### src/rtl/xadc_multi_channel_classifier.sv
// Sweeps NUM_CH XADC channels over the DRP, averages 2^AVG_LOG2 sweeps per channel and
// reports the strongest channel. Optional win_level output under XADC_CLASSIFIER_LEVEL_OUT_EN.
module xadc_multi_channel_classifier #(
  parameter int         NUM_CH    = 4,
  parameter logic [6:0] BASE_ADDR = 7'h10,
  parameter int         AVG_LOG2  = 2,
  parameter int         TIMEOUT   = 64
) (
  input  logic                      clk,
  input  logic                      rst_n,
  input  logic                      enable,
  input  logic [15:0]               sample_period,
  input  logic [11:0]               threshold,
  output logic [6:0]                DADDR,
  output logic                      DEN,
  output logic                      DWE,
  output logic [15:0]               DI,
  input  logic [15:0]               DO,
  input  logic                      DRDY,
  output logic [$clog2(NUM_CH)-1:0] result,
  output logic                      result_valid,
  output logic                      no_spike,
  output logic                      busy,
`ifdef XADC_CLASSIFIER_LEVEL_OUT_EN
  output logic [11:0]               win_level,
`endif
  output logic                      timeout_err
);

  localparam int         CW         = $clog2(NUM_CH);
  localparam int         ACC_W      = 12 + AVG_LOG2;
  localparam int         TW         = $clog2(TIMEOUT + 1);
  localparam logic [4:0] SWEEP_LAST = 5'((1 << AVG_LOG2) - 1);

  typedef enum logic [2:0] {
    IDLE, WAIT_PERIOD, REQ, WAIT_DRDY, NEXT, COMPARE, DONE
  } state_t;

  state_t           state, state_nxt;
  logic [CW-1:0]    ch, cmp_idx, best_idx, fin_idx;
  logic [4:0]       sweep;
  logic [15:0]      wcnt;
  logic [TW-1:0]    tmr;
  logic [ACC_W-1:0] acc [NUM_CH];
  logic [11:0]      best_val, cand_val, fin_val;
  logic [6:0]       daddr_hold;
  logic             ch_last, cmp_last, take_cand, period_done, tmr_exp;
  logic             unused_do_bits;

  function automatic logic [11:0] avg_of(input logic [ACC_W-1:0] a);
    return 12'(a >> AVG_LOG2);
  endfunction

  assign unused_do_bits = ^DO[3:0];

  assign ch_last     = (ch == CW'(NUM_CH - 1));
  assign cmp_last    = (cmp_idx == CW'(NUM_CH - 1));
  assign period_done = (({1'b0, wcnt} + 17'd1) >= {1'b0, sample_period});
  assign tmr_exp     = (tmr == TW'(TIMEOUT - 1));

  // Running argmax: strict '>' keeps the lowest index on ties.
  assign cand_val  = avg_of(acc[cmp_idx]);
  assign take_cand = (cmp_idx == CW'(0)) || (cand_val > best_val);
  assign fin_idx   = take_cand ? cmp_idx : best_idx;
  assign fin_val   = take_cand ? cand_val : best_val;

  assign DEN          = (state == REQ);
  assign DWE          = 1'b0;
  assign DI           = 16'h0000;
  assign DADDR        = (state == REQ) ? (BASE_ADDR + 7'(ch)) : daddr_hold;
  assign busy         = (state != IDLE);
  assign result_valid = (state == DONE);

  always_comb begin
    state_nxt = state;
    case (state)
      IDLE:        if (enable) state_nxt = REQ;
      WAIT_PERIOD: begin
        if (!enable)          state_nxt = IDLE;
        else if (period_done) state_nxt = REQ;
      end
      REQ:         state_nxt = WAIT_DRDY;
      WAIT_DRDY: begin
        if (DRDY)         state_nxt = NEXT;
        else if (tmr_exp) state_nxt = IDLE;
      end
      NEXT: begin
        if (!enable)                  state_nxt = IDLE;
        else if (!ch_last)            state_nxt = REQ;
        else if (sweep != SWEEP_LAST) state_nxt = (sample_period == 16'd0) ? REQ : WAIT_PERIOD;
        else                          state_nxt = COMPARE;
      end
      COMPARE:     if (cmp_last) state_nxt = DONE;
      DONE: begin
        if (!enable) state_nxt = IDLE;
        else         state_nxt = (sample_period == 16'd0) ? REQ : WAIT_PERIOD;
      end
      default:     state_nxt = IDLE;
    endcase
  end

  always_ff @(posedge clk) begin
    if (!rst_n) begin
      state       <= IDLE;
      daddr_hold  <= BASE_ADDR;
      ch          <= '0;
      sweep       <= '0;
      wcnt        <= '0;
      tmr         <= '0;
      cmp_idx     <= '0;
      best_idx    <= '0;
      best_val    <= '0;
      result      <= '0;
      no_spike    <= 1'b1;
      timeout_err <= 1'b0;
`ifdef XADC_CLASSIFIER_LEVEL_OUT_EN
      win_level   <= '0;
`endif
      for (int k = 0; k < NUM_CH; k++) acc[k] <= '0;
    end else begin
      state      <= state_nxt;
      daddr_hold <= DADDR;
      case (state)
        IDLE: begin
          ch    <= '0;
          sweep <= '0;
          for (int k = 0; k < NUM_CH; k++) acc[k] <= '0;
        end
        WAIT_PERIOD: wcnt <= wcnt + 16'd1;
        REQ:         tmr <= '0;
        WAIT_DRDY: begin
          // Data arriving on the expiry cycle still wins over the timeout.
          if (DRDY) begin
            acc[ch] <= acc[ch] + ACC_W'(DO[15:4]);
          end else if (tmr_exp) begin
            timeout_err <= 1'b1;
            for (int k = 0; k < NUM_CH; k++) acc[k] <= '0;
          end else begin
            tmr <= tmr + TW'(1);
          end
        end
        NEXT: begin
          if (!ch_last) begin
            ch <= ch + CW'(1);
          end else if (sweep != SWEEP_LAST) begin
            sweep <= sweep + 5'd1;
            ch    <= '0;
          end
          cmp_idx <= '0;
          wcnt    <= '0;
        end
        COMPARE: begin
          best_idx <= fin_idx;
          best_val <= fin_val;
          cmp_idx  <= cmp_idx + CW'(1);
          if (cmp_last) begin
            result   <= fin_idx;
            no_spike <= (fin_val < threshold);
`ifdef XADC_CLASSIFIER_LEVEL_OUT_EN
            win_level <= fin_val;
`endif
          end
        end
        DONE: begin
          ch    <= '0;
          sweep <= '0;
          wcnt  <= '0;
          for (int k = 0; k < NUM_CH; k++) acc[k] <= '0;
        end
        default: ;
      endcase
    end
  end

endmodule

### config.mk
export PLATFORM = sky130hd
export DESIGN_NAME = xadc_multi_channel_classifier
export DESIGN_NICKNAME = d
export VERILOG_FILES = /design/src/rtl/xadc_multi_channel_classifier.sv
export SDC_FILE = /design/constraint.sdc
export NUM_CORES = 1
export LEC_CHECK = 0
export ABC_AREA = 1
export CORE_ASPECT_RATIO = 0.8
export CORE_MARGIN = 2
export CORE_UTILIZATION = 45
export DETAILED_ROUTE_END_ITERATION = 10
export DONT_BUFFER_PORTS = 1
export SLEW_MARGIN = 10
export SYNTH_ARGS = -nofsm -noshare
export SYNTH_HDL_FRONTEND = slang
export SYNTH_SLANG_ARGS = --single-unit
### constraint.sdc
create_clock -name clk -period 8.14 [get_ports clk]
set_input_delay 0.814 -clock clk [delete_from_list [all_inputs] [get_ports clk]]
set_output_delay 0.814 -clock clk [all_outputs]
set_load 0.005 [all_outputs]
-- Word level (Yosys, flattened, before mapping)
Memory sizes are Yosys's and may differ from the RTL's. A register that Yosys moved wholly into a read port is not among the register bits.
Cells that the tools add are included.
- register bits: 60
- memory bits (writable): 56
- bits of input ports: 48
- output and inout bits: 31
- word-level logic and storage cells: 135
- memories kept: 1
- $add $sub $neg: 8
- order comparisons: 3
- eq/ne operators: 19
- multiplexer cells: 61
- bitwise gates (word level): 13
- reduce and logical (&&, ||, !) cells: 18
- memories (name ; depth ; width ; rd ports ; clocked after Yosys merged registers in ; wr ports ; line ; source):
    acc ; 4 ; 14 ; 2 ; 2 ; 4 ; 44 ; logic [ACC_W-1:0] acc [NUM_CH];
- operators by type and width (cell ; number):
    $mux 14 ; 13
    $pmux 16 s2 ; 1
    $mux 3 ; 9
    $mux 7 ; 3
    $pmux 3 s7 ; 1
    $mux 2 ; 10
    $add 16x1->17 const B ; 1
    $ge 17x16->1 ; 1
    $mux 1 ; 17
    $add 16x1->16 const B ; 1
    $logic_not 16->1 ; 1
    $add 14x12->14 ; 1
    $pmux 7 s2 ; 1
    $reduce_or 14->1 ; 1
    $gt 12x12->1 ; 1
    $lt 12x12->1 ; 1
    $mux 12 ; 1
    $ne 2x2->1 const B ; 6
    $or 1x1->1 ; 12
    $mux 5 ; 2
    $pmux 5 s2 ; 1
    $eq 3x3->1 const B ; 3
    $ne 3x3->1 const B ; 3
    $reduce_and 3->1 ; 3
    19 further kinds ; 28

-- Logic depth before layout (Yosys ltp)
Gate-level depths: netlist of the first run.
- depth after elaboration: 9
- gate-level depth with buffers: 25
- mapped depth without buffers: 24

-- Worst setup path before layout of the first run
Ideal clock, no wire load.
- path kind: flip-flop to flip-flop
- start point: register with a tool-made name
- end point: register no_spike
- setup time: 59 ps
- arrival time: 2892 ps
- required time: 8081 ps
- path slack: 5189 ps
- stages on the path, launching flop included: 23
- path buffers: 2
- clock period less this slack: 2951 ps
- path through: dfxtp_1 > inv_1 > buf_1 > nor2_1 > o22ai_1 > ha_1 > nand2_1 > inv_1 > nand2_1 > nor2_1 > nand2_1 > nand3_1 > nand2_1 > nand2_1 > buf_2 > nand2_1 > o21ai_0 > ha_1 > a21oi_1 > nor2_1 > nor4_1 > nand2_1 > nand2_1
- RTL lines (what ; line ; source):
    end signal, assigned ; 158 ; no_spike <= (fin_val < threshold);
    end, declared ; 22 ; output logic no_spike,

==> results of run 1 <==
-- cell usage in the layout, fill, tap and decap left out, types with 3 or more instances in the layout --
master,count
inv_1,132
clkinv_4,3
clkinvlp_4,3
o22ai_1,25
clkinv_2,5
a21oi_1,132
nor3_2,3
nor3_1,10
nand2_1,251
xor2_1,16
nand4_1,9
nor2_8,3
nor4_1,3
o21ai_0,88
nor2_2,4
nand3_1,45
dfxtp_1,120
nor3_4,3
conb_1,17
a211oi_1,5
o21bai_1,4
nor3b_1,3
xnor2_1,6
nor2_1,87
clkbuf_16,17
buf_4,4
or2_2,6
o21ai_1,6
ha_1,60
inv_2,10
-- path summary, 6_finish.rpt --
check	slack [ns]	cells after the start	end
setup reg to reg	3.59	13	acc[1][13]
hold reg to reg	0.43	2	daddr_hold[4]
hold / removal	0.43	2	daddr_hold[4]
setup / recovery	3.59	13	acc[1][13]
-- layer usage --
metal	GRT usage [%]	wire length [um]
met1	31.0	9610
met4	8.39	398
met2	31.2	7820
met5	0	0
met3	5.29	1150
-- cell type report --
type                    instances  area share [%]
well taps                     220            3.36
multi-input cells             804            53.5
clock buffers                  20            5.46
flip-flops and latches        120            29.4
clock inverters                12            1.27
repair buffers                  4           0.367
inverters                     145            6.68
-- worst min-delay path, stage by stage (launching register included) --
cell and delay (ns):
dfxtp_1 0.30, inv_1 0.04, nand2_1 0.06
-- cell families after synthesis --
logic type,Yosys count,share of synthesized area (%)
and+or+nand+nor,437,25.5
xor gates and xnor gates,22,2.54
buffers and inverters,202,11.3
DFF,120,31.7
AOI/OAI and AO/OA,267,18.7
other,1,0.0495
adders and majority gates,61,10.2
-- sequential cells by signal, summed over array words and instances (netlist names), named ones only --
register and flops:
wcnt 16, result 2, best_val 12, sweep 5
ch 2, timeout_err 1, state 3, best_idx 2
no_spike 1, tmr 7, acc 56, cmp_idx 2
daddr_hold 7
-- power by group through the flow --
| stage | Combinational (mW) | Clock (mW) | Sequential [mW] |
|---|---|---|---|
| finish | 0.393 | 0.709 | 0.630 |
| global route | 0.446 | 0.746 | 0.632 |
| CTS | 0.393 | 0.720 | 0.629 |
| detailed placement | 0.391 | 0 | 0.642 |
| global placement | 0.392 | 0 | 0.642 |
| floorplan | 0.318 | 0 | 0.624 |
-- stage by stage --
| stage | power (mW) | std cells | hold slack, ns |
|---|---|---|---|
| after global placement | 1.03 | 1293 | 0.411 |
| after detailed placement | 1.03 | 1293 | 0.415 |
| final | 1.73 | 1325 | 0.429 |
| after CTS | 1.74 | 1325 | 0.429 |
| after floorplan | 0.942 | 1126 | 0.399 |
| after global routing | 1.82 | 1325 | 0.446 |
==> flow_metrics.py, run 1 <==
metrics = {
    "worst_setup_path": {
        "required_ns": 8.49,
        "worstPathCellList": "clkinv_1, o21ai_0, o22ai_1, ha_1, a21oi_1, o21ai_1, nand2_1, nand4_1, nand2_1, a21oi_1, xor2_1, nand2_1, a21oi_1",
        "critical_path_class": "register to register",
        "path_buf_inv": 1,
        "startpoint_type": "register",
        "worst-path-max-fanout": 29,
        "cp_slowest_cell": "dfxtp_1",
        "max_stage_delay_ns": 1.04,
        "worst_setup_path_end_kind": "register",
        "cp.arrival_ns": 4.90,
        "path_delay_family": "compound AO/OA/AOI/OAI gates",
    },
    "sta": {
        "maxSlewHeadroom_pct": 27.4,
        "finalHoldViolCount": 0,
        "finalSetupViolations": 0,
        "fin_crit_sh_pct": 55.9,
        "setup_tns_ns": 0,
        "worst_slack_ns": 3.59,
        "period_needed_ns": 4.55,
        "slew_viol_final": 0,
        "worstMarginPinSlew_ns": 1.09,
        "rsz0062_at_grt": "false",
        "skew_ns": 0.0107,
        "max_clock_freq_ghz": 0.220,
    },
    "cts": {
        "path_clk_slew_ns": 0.06,
        "post_cts_resized": 0,
        "clock-root-buffer": "clkbuf_16",
        "cts-buffers-inserted": 17,
        "clock_latency_ns": 0.43,
        "cts_buffer_depth": 2,
        "cts_tree": "built",
        "cts_hold_buf": 0,
        "post_cts_buffers": 0,
        "htree_num_levels": 4,
        "cts.sinks": 120,
    },
    "placed_design": {
        "pre_cts_ws_ns": 3.72,
        "numPortBuffers": 0,
        "place_hpwl_um": 13200,
        "place.gp.congestion": 0.866,
        "dpl_cell_area_um2": 7630,
    },
    "global_routing": {
        "gr-total-overflow": 0,
        "grt_usage_pct": 21.7,
        "grt_max_degree": 50,
        "grt_pass1_vias": 5963,
        "grt_pass1_wl_um": 30500,
        "antenna_found_initial": 0,
    },
    "power_and_ir_drop": {
        "ir_drop_mv": 0.121,
        "p_int_mw": 1.15,
        "seqPwrFrac_pct": 36.4,
        "p_switching_mw": 0.581,
        "power.leakage_nw": 3.63,
        "p_per_area_nw_per_um2": 212,
        "p_comb_share_pct": 22.7,
        "power.share.clock_pct": 40.9,
        "swShare_pct": 33.6,
    },
    "synth": {
        "synthArstFlopShare_pct": 0,
        "synthFlopType": "dfxtp_1",
        "yosysSeqAreaShare_pct": 31.7,
        "yosysMostFrequentCell": "nand2_1",
        "ys_top_cells_by_count": "nand2_1, a21oi_1, inv_1",
        "ys_seq_elements": 120,
        "synth_top_area_cell": "dfxtp_1",
        "synth_area_leaders": "dfxtp_1, nand2_1, ha_1, a21oi_1, inv_1",
        "ys_types": 46,
        "syn-cell-area_um2": 7570,
        "synth.avg_cell_area_um2": 6.82,
        "yosys_warnings": 0,
        "synth-edff-count": 0,
        "syn-instance-count": 1110,
        "synth.top_cell.area_share_pct": 31.7,
    },
    "floorplan": {
        "die-area_um2": 17900,
        "initial_utilization_pct": 45.9,
        "die_x_um": 149,
        "io_pins": 79,
        "rows": 42,
        "dieHeight_um": 120,
        "core_area_um2": 16500,
    },
    "routing": {
        "viasPerCell": 5.17,
        "first_iter_violations": 390,
        "wirelength_um": 19000,
        "wire_per_inst_um": 14.3,
        "via_count": 6850,
        "ant_nets": 0,
        "drc": 0,
        "first_pass_iters": 5,
    },
    "finish": {
        "fill_cells": 1661,
        "layout.nets": 1201,
        "diodes": 0,
        "multiInputGateArea_um2": 4380,
        "syn2layout_area_growth_pct": 8.01,
        "utilization_pct": 49.6,
        "final_area_um2": 8180,
        "final_layout_size_suffix_gt1_share_pct": 6.33,
        "final-seq-area_um2": 2400,
    },
    "worst_hold_path": {
        "min_from": "daddr_hold[4]",
        "hold_path_class": "register to register",
    },
    "outcome": {
        "status": "finished clean",
    },
    "flow_run": {
        "maxCapViolations": 0,
    },
}
No activity file was read; power rests on OpenSTA's default activity.
==> inputs of run 2 (changes only) <==
- clock period: 8.14 -> 4.2 ns (I/O delays scaled with it)
==> flow_metrics.py, run 2 (synthesis gave the netlist of run 1 again) <==
metrics = {
    "cts": {
        "path_clk_slew_ns": 0.06,
        "cts.sinks": 120,
        "cts-buffers-inserted": 17,
        "cts_hold_buf": 0,
        "post_cts_buffers": 0,
        "post_cts_resized": 0,
        "clock-root-buffer": "clkbuf_16",
        "clock_latency_ns": 0.42,
        "cts_tree": "built",
        "cts_buffer_depth": 2,
        "htree_num_levels": 4,
    },
    "worst_setup_path": {
        "critical_path_class": "register to register",
        "path_buf_inv": 1,
        "max_stage_delay_ns": 0.40,
        "worst_setup_path_end_kind": "register",
        "worst-path-max-fanout": 17,
        "cp_num_cells": 17,
        "cp.arrival_ns": 4.02,
        "startpoint_type": "register",
        "worstPathCellList": "inv_1, o21ai_0, o22ai_1, ha_1, a21oi_1, nand2_1, nand2_1, nand3_1, nand2_1, nand2_1, o21ai_0, ha_1, a21oi_1, nor2_1, nor4_1, nand2_1, nand2_1",
        "worstRegToRegCells": 17,
        "cp_slowest_cell": "dfxtp_1",
        "path_delay_family": "compound AO/OA/AOI/OAI gates",
        "crit_path_frequent_cell": "nand2_1",
        "required_ns": 4.57,
    },
    "routing": {
        "via_count": 6844,
        "wirelength_um": 19100,
        "top_layer_used": "met4",
        "wire_per_inst_um": 14.4,
        "first_pass_iters": 5,
        "viasPerCell": 5.15,
        "met2_length_um": 8170,
        "ant_nets": 0,
        "route.met3.wl_um": 1060,
        "wl_met1_um": 9710,
        "first_iter_violations": 471,
        "drc": 0,
    },
    "floorplan": {
        "initial_utilization_pct": 45.9,
        "rows": 42,
        "dieHeight_um": 120,
        "die_x_um": 149,
        "core_area_um2": 16500,
        "die-area_um2": 17900,
        "io_pins": 79,
    },
    "sta": {
        "finalSetupViolations": 0,
        "maxSlewHeadroom_pct": 36.5,
        "setup_tns_ns": 0,
        "slew_viol_final": 0,
        "finalHoldViolCount": 0,
        "fin_crit_sh_pct": 87.1,
        "max_clock_freq_ghz": 0.273,
        "skew_ns": 0.00990,
        "hold-worst-slack_ns": 0.119,
        "rsz0062_at_grt": "false",
        "worstMarginPinSlew_ns": 0.952,
        "period_needed_ns": 3.66,
    },
    "finish": {
        "final_layout_size_suffix_gt1_share_pct": 6.85,
        "diodes": 0,
        "layout.nets": 1205,
        "fill_cells": 1667,
        "layout_commonest_cell": "nand2_1",
        "largest_reg_flops": 56,
        "regMostFlops": "acc",
        "syn2layout_area_growth_pct": 9.70,
        "largestRegisters": "acc x56, wcnt x16, best_val x12",
        "layout_common_cells": "nand2_1, inv_1, a21oi_1",
    },
    "placed_design": {
        "place.gp.congestion": 0.855,
        "numPortBuffers": 0,
        "place_hpwl_um": 13500,
    },
    "global_routing": {
        "gr-total-overflow": 0,
        "grt_pass1_wl_um": 31200,
        "grt_usage_pct": 22.1,
        "grt_pass1_vias": 6117,
        "antenna_found_initial": 0,
        "grt_max_degree": 50,
    },
    "outcome": {
        "status": "finished clean",
    },
    "flow_run": {
        "maxCapViolations": 0,
    },
    "worst_hold_path": {
        "hold_path_class": "input pin to register",
        "hold_depth": 2,
    },
    "power_and_ir_drop": {
        "ir_drop_mv": 0.284,
        "power.leakage_nw": 3.69,
        "p_per_area_nw_per_um2": 432,
        "total_power_mw": 3.59,
    },
}
-- run 2: metal layers --
layer	GRT usage [%]	vias to the layer above
li1	-	3584
met1	32.0	3097
met2	32.5	150
met3	5.48	13
met4	6.25	0
met5	0	-
-- run 2: final timing paths --
path | from | endpoint | slack, ns
max | register | no_spike | 0.54
min | rst_n | state[1] | 0.12
max reg2reg | register | no_spike | 0.54
min reg2reg | daddr_hold[4] | daddr_hold[4] | 0.43
-- run 2: layout make-up --
class                           instances  area [um^2]  area share (%)
Sequential cell                       120         2400            28.9
Inverter                              145          547            6.58
Clock inverter                         13          201            2.42
Timing Repair Buffer                    8         60.1           0.723
Tap cell                              220          275            3.31
Clock buffer                           19          443            5.33
Multi-Input combinational cell        804         4380            52.7
-- run 2: report_power, final --
group | switching [mW] | internal (mW) | total, mW
clock network | 0.535 | 1.06 | 1.60
registers | 0.0227 | 1.17 | 1.19
logic | 0.558 | 0.244 | 0.802
-- run 2: worst register-to-register path, cell delays in order, from the launching register on --
cell and delay (ns):
dfxtp_1 0.40, inv_1 0.37, o21ai_0 0.16, o22ai_1 0.37
ha_1 0.33, a21oi_1 0.15, nand2_1 0.07, nand2_1 0.05
nand3_1 0.06, nand2_1 0.08, nand2_1 0.28, o21ai_0 0.36
ha_1 0.30, a21oi_1 0.16, nor2_1 0.05, nor4_1 0.26
nand2_1 0.08, nand2_1 0.05
-- run 2: per-stage QoR --
step / worst slack (ns) / area, um^2 / util, % / instances
global placement: 0.554 / 7660 / 46.4 / 1297
global route: 0.186 / 8310 / 50.3 / 1329
floorplan: 1.25 / 7630 / - / 1126
finish: 0.542 / 8310 / 50.3 / 1329
detailed placement: 0.536 / 7660 / 46.4 / 1297
CTS: 0.522 / 8310 / 50.3 / 1329
==> inputs of run 3 (changes only) <==
- ABC_AREA: 1 -> unset
- CORE_ASPECT_RATIO: 0.8 -> unset
- CORE_UTILIZATION: 45 -> 35
==> flow_metrics.py, run 3 <==
metrics = {
    "worst_setup_path": {
        "r2r-end": "no_spike",
        "startpoint_type": "register",
        "required_ns": 4.50,
        "endpoint": "no_spike",
        "worst_setup_path_end_kind": "register",
        "worst-path-max-fanout": 17,
        "worstRegToRegCells": 15,
        "cp.arrival_ns": 4.25,
        "critical_path_class": "register to register",
        "r2r_slack_ns": 0.25,
    },
    "worst_hold_path": {
        "hold_depth": 1,
        "hold_path_class": "input pin to register",
        "min_from": "rst_n",
    },
    "cts": {
        "cts_buffer_depth": 2,
        "cts_hold_buf": 0,
        "htree_num_levels": 4,
        "cts-buffers-inserted": 17,
        "path_clk_slew_ns": 0.06,
        "cts.sinks": 120,
        "cts_tree": "built",
        "clock-root-buffer": "clkbuf_16",
        "clock_latency_ns": 0.42,
    },
    "synth": {
        "syn-instance-count": 849,
        "yosysSeqAreaShare_pct": 31.9,
        "ys_types": 76,
        "yosysMostFrequentCell": "dfxtp_1",
        "synth_top_area_cell": "dfxtp_1",
        "ys_top_cells_by_count": "dfxtp_1, nand2_1, nor2_1",
        "synth.avg_cell_area_um2": 8.88,
        "synth.top_cell.area_share_pct": 31.9,
        "synthArstFlopShare_pct": 0,
        "synth_area_leaders": "dfxtp_1, ha_1, mux4_2, nand2_1, a21oi_1",
        "synthFlopType": "dfxtp_1",
        "syn-cell-area_um2": 7540,
        "synth-edff-count": 0,
        "ys_seq_elements": 120,
        "yosys_warnings": 0,
    },
    "flow_run": {
        "maxCapViolations": 0,
    },
    "power_and_ir_drop": {
        "power.leakage_nw": 3.26,
        "ir_drop_mv": 0.221,
        "p_switching_mw": 1.04,
        "seqPwrFrac_pct": 37.1,
        "p_int_mw": 2.35,
        "p_per_area_nw_per_um2": 407,
        "power.share.clock_pct": 43.0,
        "p_comb_share_pct": 20.0,
        "swShare_pct": 30.6,
    },
    "global_routing": {
        "met2_usage_pct": 26.5,
        "grt_max_degree": 44,
        "gr-total-overflow": 0,
        "grt_pass1_wl_um": 29600,
        "met1_usage_pct": 22.7,
        "antenna_found_initial": 0,
        "grt_pass1_vias": 5664,
        "met3_usage_pct": 3.94,
        "top_usage_layer": "met2",
        "grt_usage_pct": 16.7,
    },
    "floorplan": {
        "rows": 53,
        "core_area_um2": 21100,
        "die_x_um": 151,
        "die-area_um2": 22700,
        "initial_utilization_pct": 35.7,
        "io_pins": 79,
        "dieHeight_um": 151,
    },
    "sta": {
        "finalSetupViolations": 0,
        "period_needed_ns": 3.95,
        "max_clock_freq_ghz": 0.253,
        "fin_crit_sh_pct": 94.1,
        "setup_tns_ns": 0,
        "maxSlewHeadroom_pct": 48.7,
        "slew_viol_final": 0,
        "rsz0062_at_grt": "false",
        "worstMarginPinSlew_ns": 0.767,
        "finalHoldViolCount": 0,
        "skew_ns": 0.00775,
    },
    "finish": {
        "final_area_um2": 8320,
        "multiInputGateArea_um2": 4680,
        "regMostFlops": "acc",
        "final_layout_size_suffix_gt1_share_pct": 10.5,
        "layout.nets": 950,
        "syn2layout_area_growth_pct": 10.3,
        "layout_commonest_cell": "dfxtp_1",
        "fill_cells": 2092,
        "final_cells": 1129,
        "final-seq-area_um2": 2400,
        "largestRegisters": "acc x56, wcnt x16, best_val x12",
        "diodes": 0,
        "largest_reg_flops": 56,
        "layout_common_cells": "dfxtp_1, nand2_1, nor2_1",
    },
    "routing": {
        "viasPerCell": 5.36,
        "ant_nets": 0,
        "first_iter_violations": 332,
        "drc": 0,
        "wirelength_um": 18300,
        "first_pass_iters": 5,
        "via_count": 6046,
        "wire_per_inst_um": 16.2,
    },
    "placed_design": {
        "place.gp.congestion": 0.826,
        "dpl.cell_count": 1097,
        "dpl_cell_area_um2": 7710,
        "numPortBuffers": 0,
        "place_hpwl_um": 13100,
    },
    "outcome": {
        "status": "finished clean",
    },
}
## run 3: area by class of cell
| type | instances | share of cell area, % |
|---|---|---|
| flip-flops and latches | 120 | 28.9 |
| multi-input cells | 637 | 56.2 |
| repair buffers | 12 | 1.23 |
| clock inverters | 11 | 1.47 |
| inverters | 53 | 2.39 |
| well taps | 275 | 4.14 |
| clock buffers | 21 | 5.66 |
## run 3: power groups by stage
stage               logic (mW)  clock network (mW)  registers [mW]
finish                   0.677                1.46            1.26
global route             0.751                1.54            1.26
detailed placement       0.675                   0            1.28
global placement         0.670                   0            1.28
floorplan                0.585                   0            1.23
CTS                      0.678                1.48            1.25
## run 3: how the worst min path moves through the flow
stage	slack (ns)	end
finish	0.13	daddr_hold[0]
global route	0.12	tmr[6]
CTS	0.11	tmr[6]
detailed placement	0.46	acc[2][11]
global placement	0.45	acc[2][12]
floorplan	0.44	acc[2][12]
## run 3: cells by family after synthesis
family	synth area share (%)
AOI/OAI and AO/OA	18.1
xor gates and xnor gates	3.60
adders and majority gates	10.2
buffers and inverters	7.05
DFF	31.9
muxes	10.7
other	0.0497
and+or+nand+nor	18.4
## run 3: through the flow
step                utilization, %  power, mW  worst slack (ns)  hold WS (ns)
global placement              36.6       1.95             0.170         0.453
detailed placement            36.6       1.95             0.135         0.457
finish                        39.4       3.39             0.250         0.131
CTS                           39.4       3.41             0.111         0.111
floorplan                        -       1.82             0.187         0.435
global route                  39.4       3.56            0.0484         0.118
## run 3: what timing repair did
action                     in CTS  in global routing
gates resized for setup         0                  2
hold endpoints to repair        0                  0
setup endpoints to repair       0                  1
buffers inserted                0                  0
## run 3: layer usage
metal | part of all wire (%) | wire length [um]
met4 | 1.1 | 209
met3 | 5.6 | 1040
met2 | 46 | 8390
met1 | 47 | 8710
met5 | 0 | 0
## run 3: critical path, cell delays in order, from the launching register on
cell	delay, ns
dfxtp_1	0.35
buf_12	0.17
mux4_2	0.56
ha_1	0.32
nand4_1	0.16
or3_1	0.42
a21oi_2	0.21
a21oi_4	0.11
buf_4	0.17
nand2_1	0.04
o21ai_0	0.09
ha_1	0.32
nand4_1	0.14
a2111oi_2	0.37
o211ai_1	0.14
o31a_1	0.25
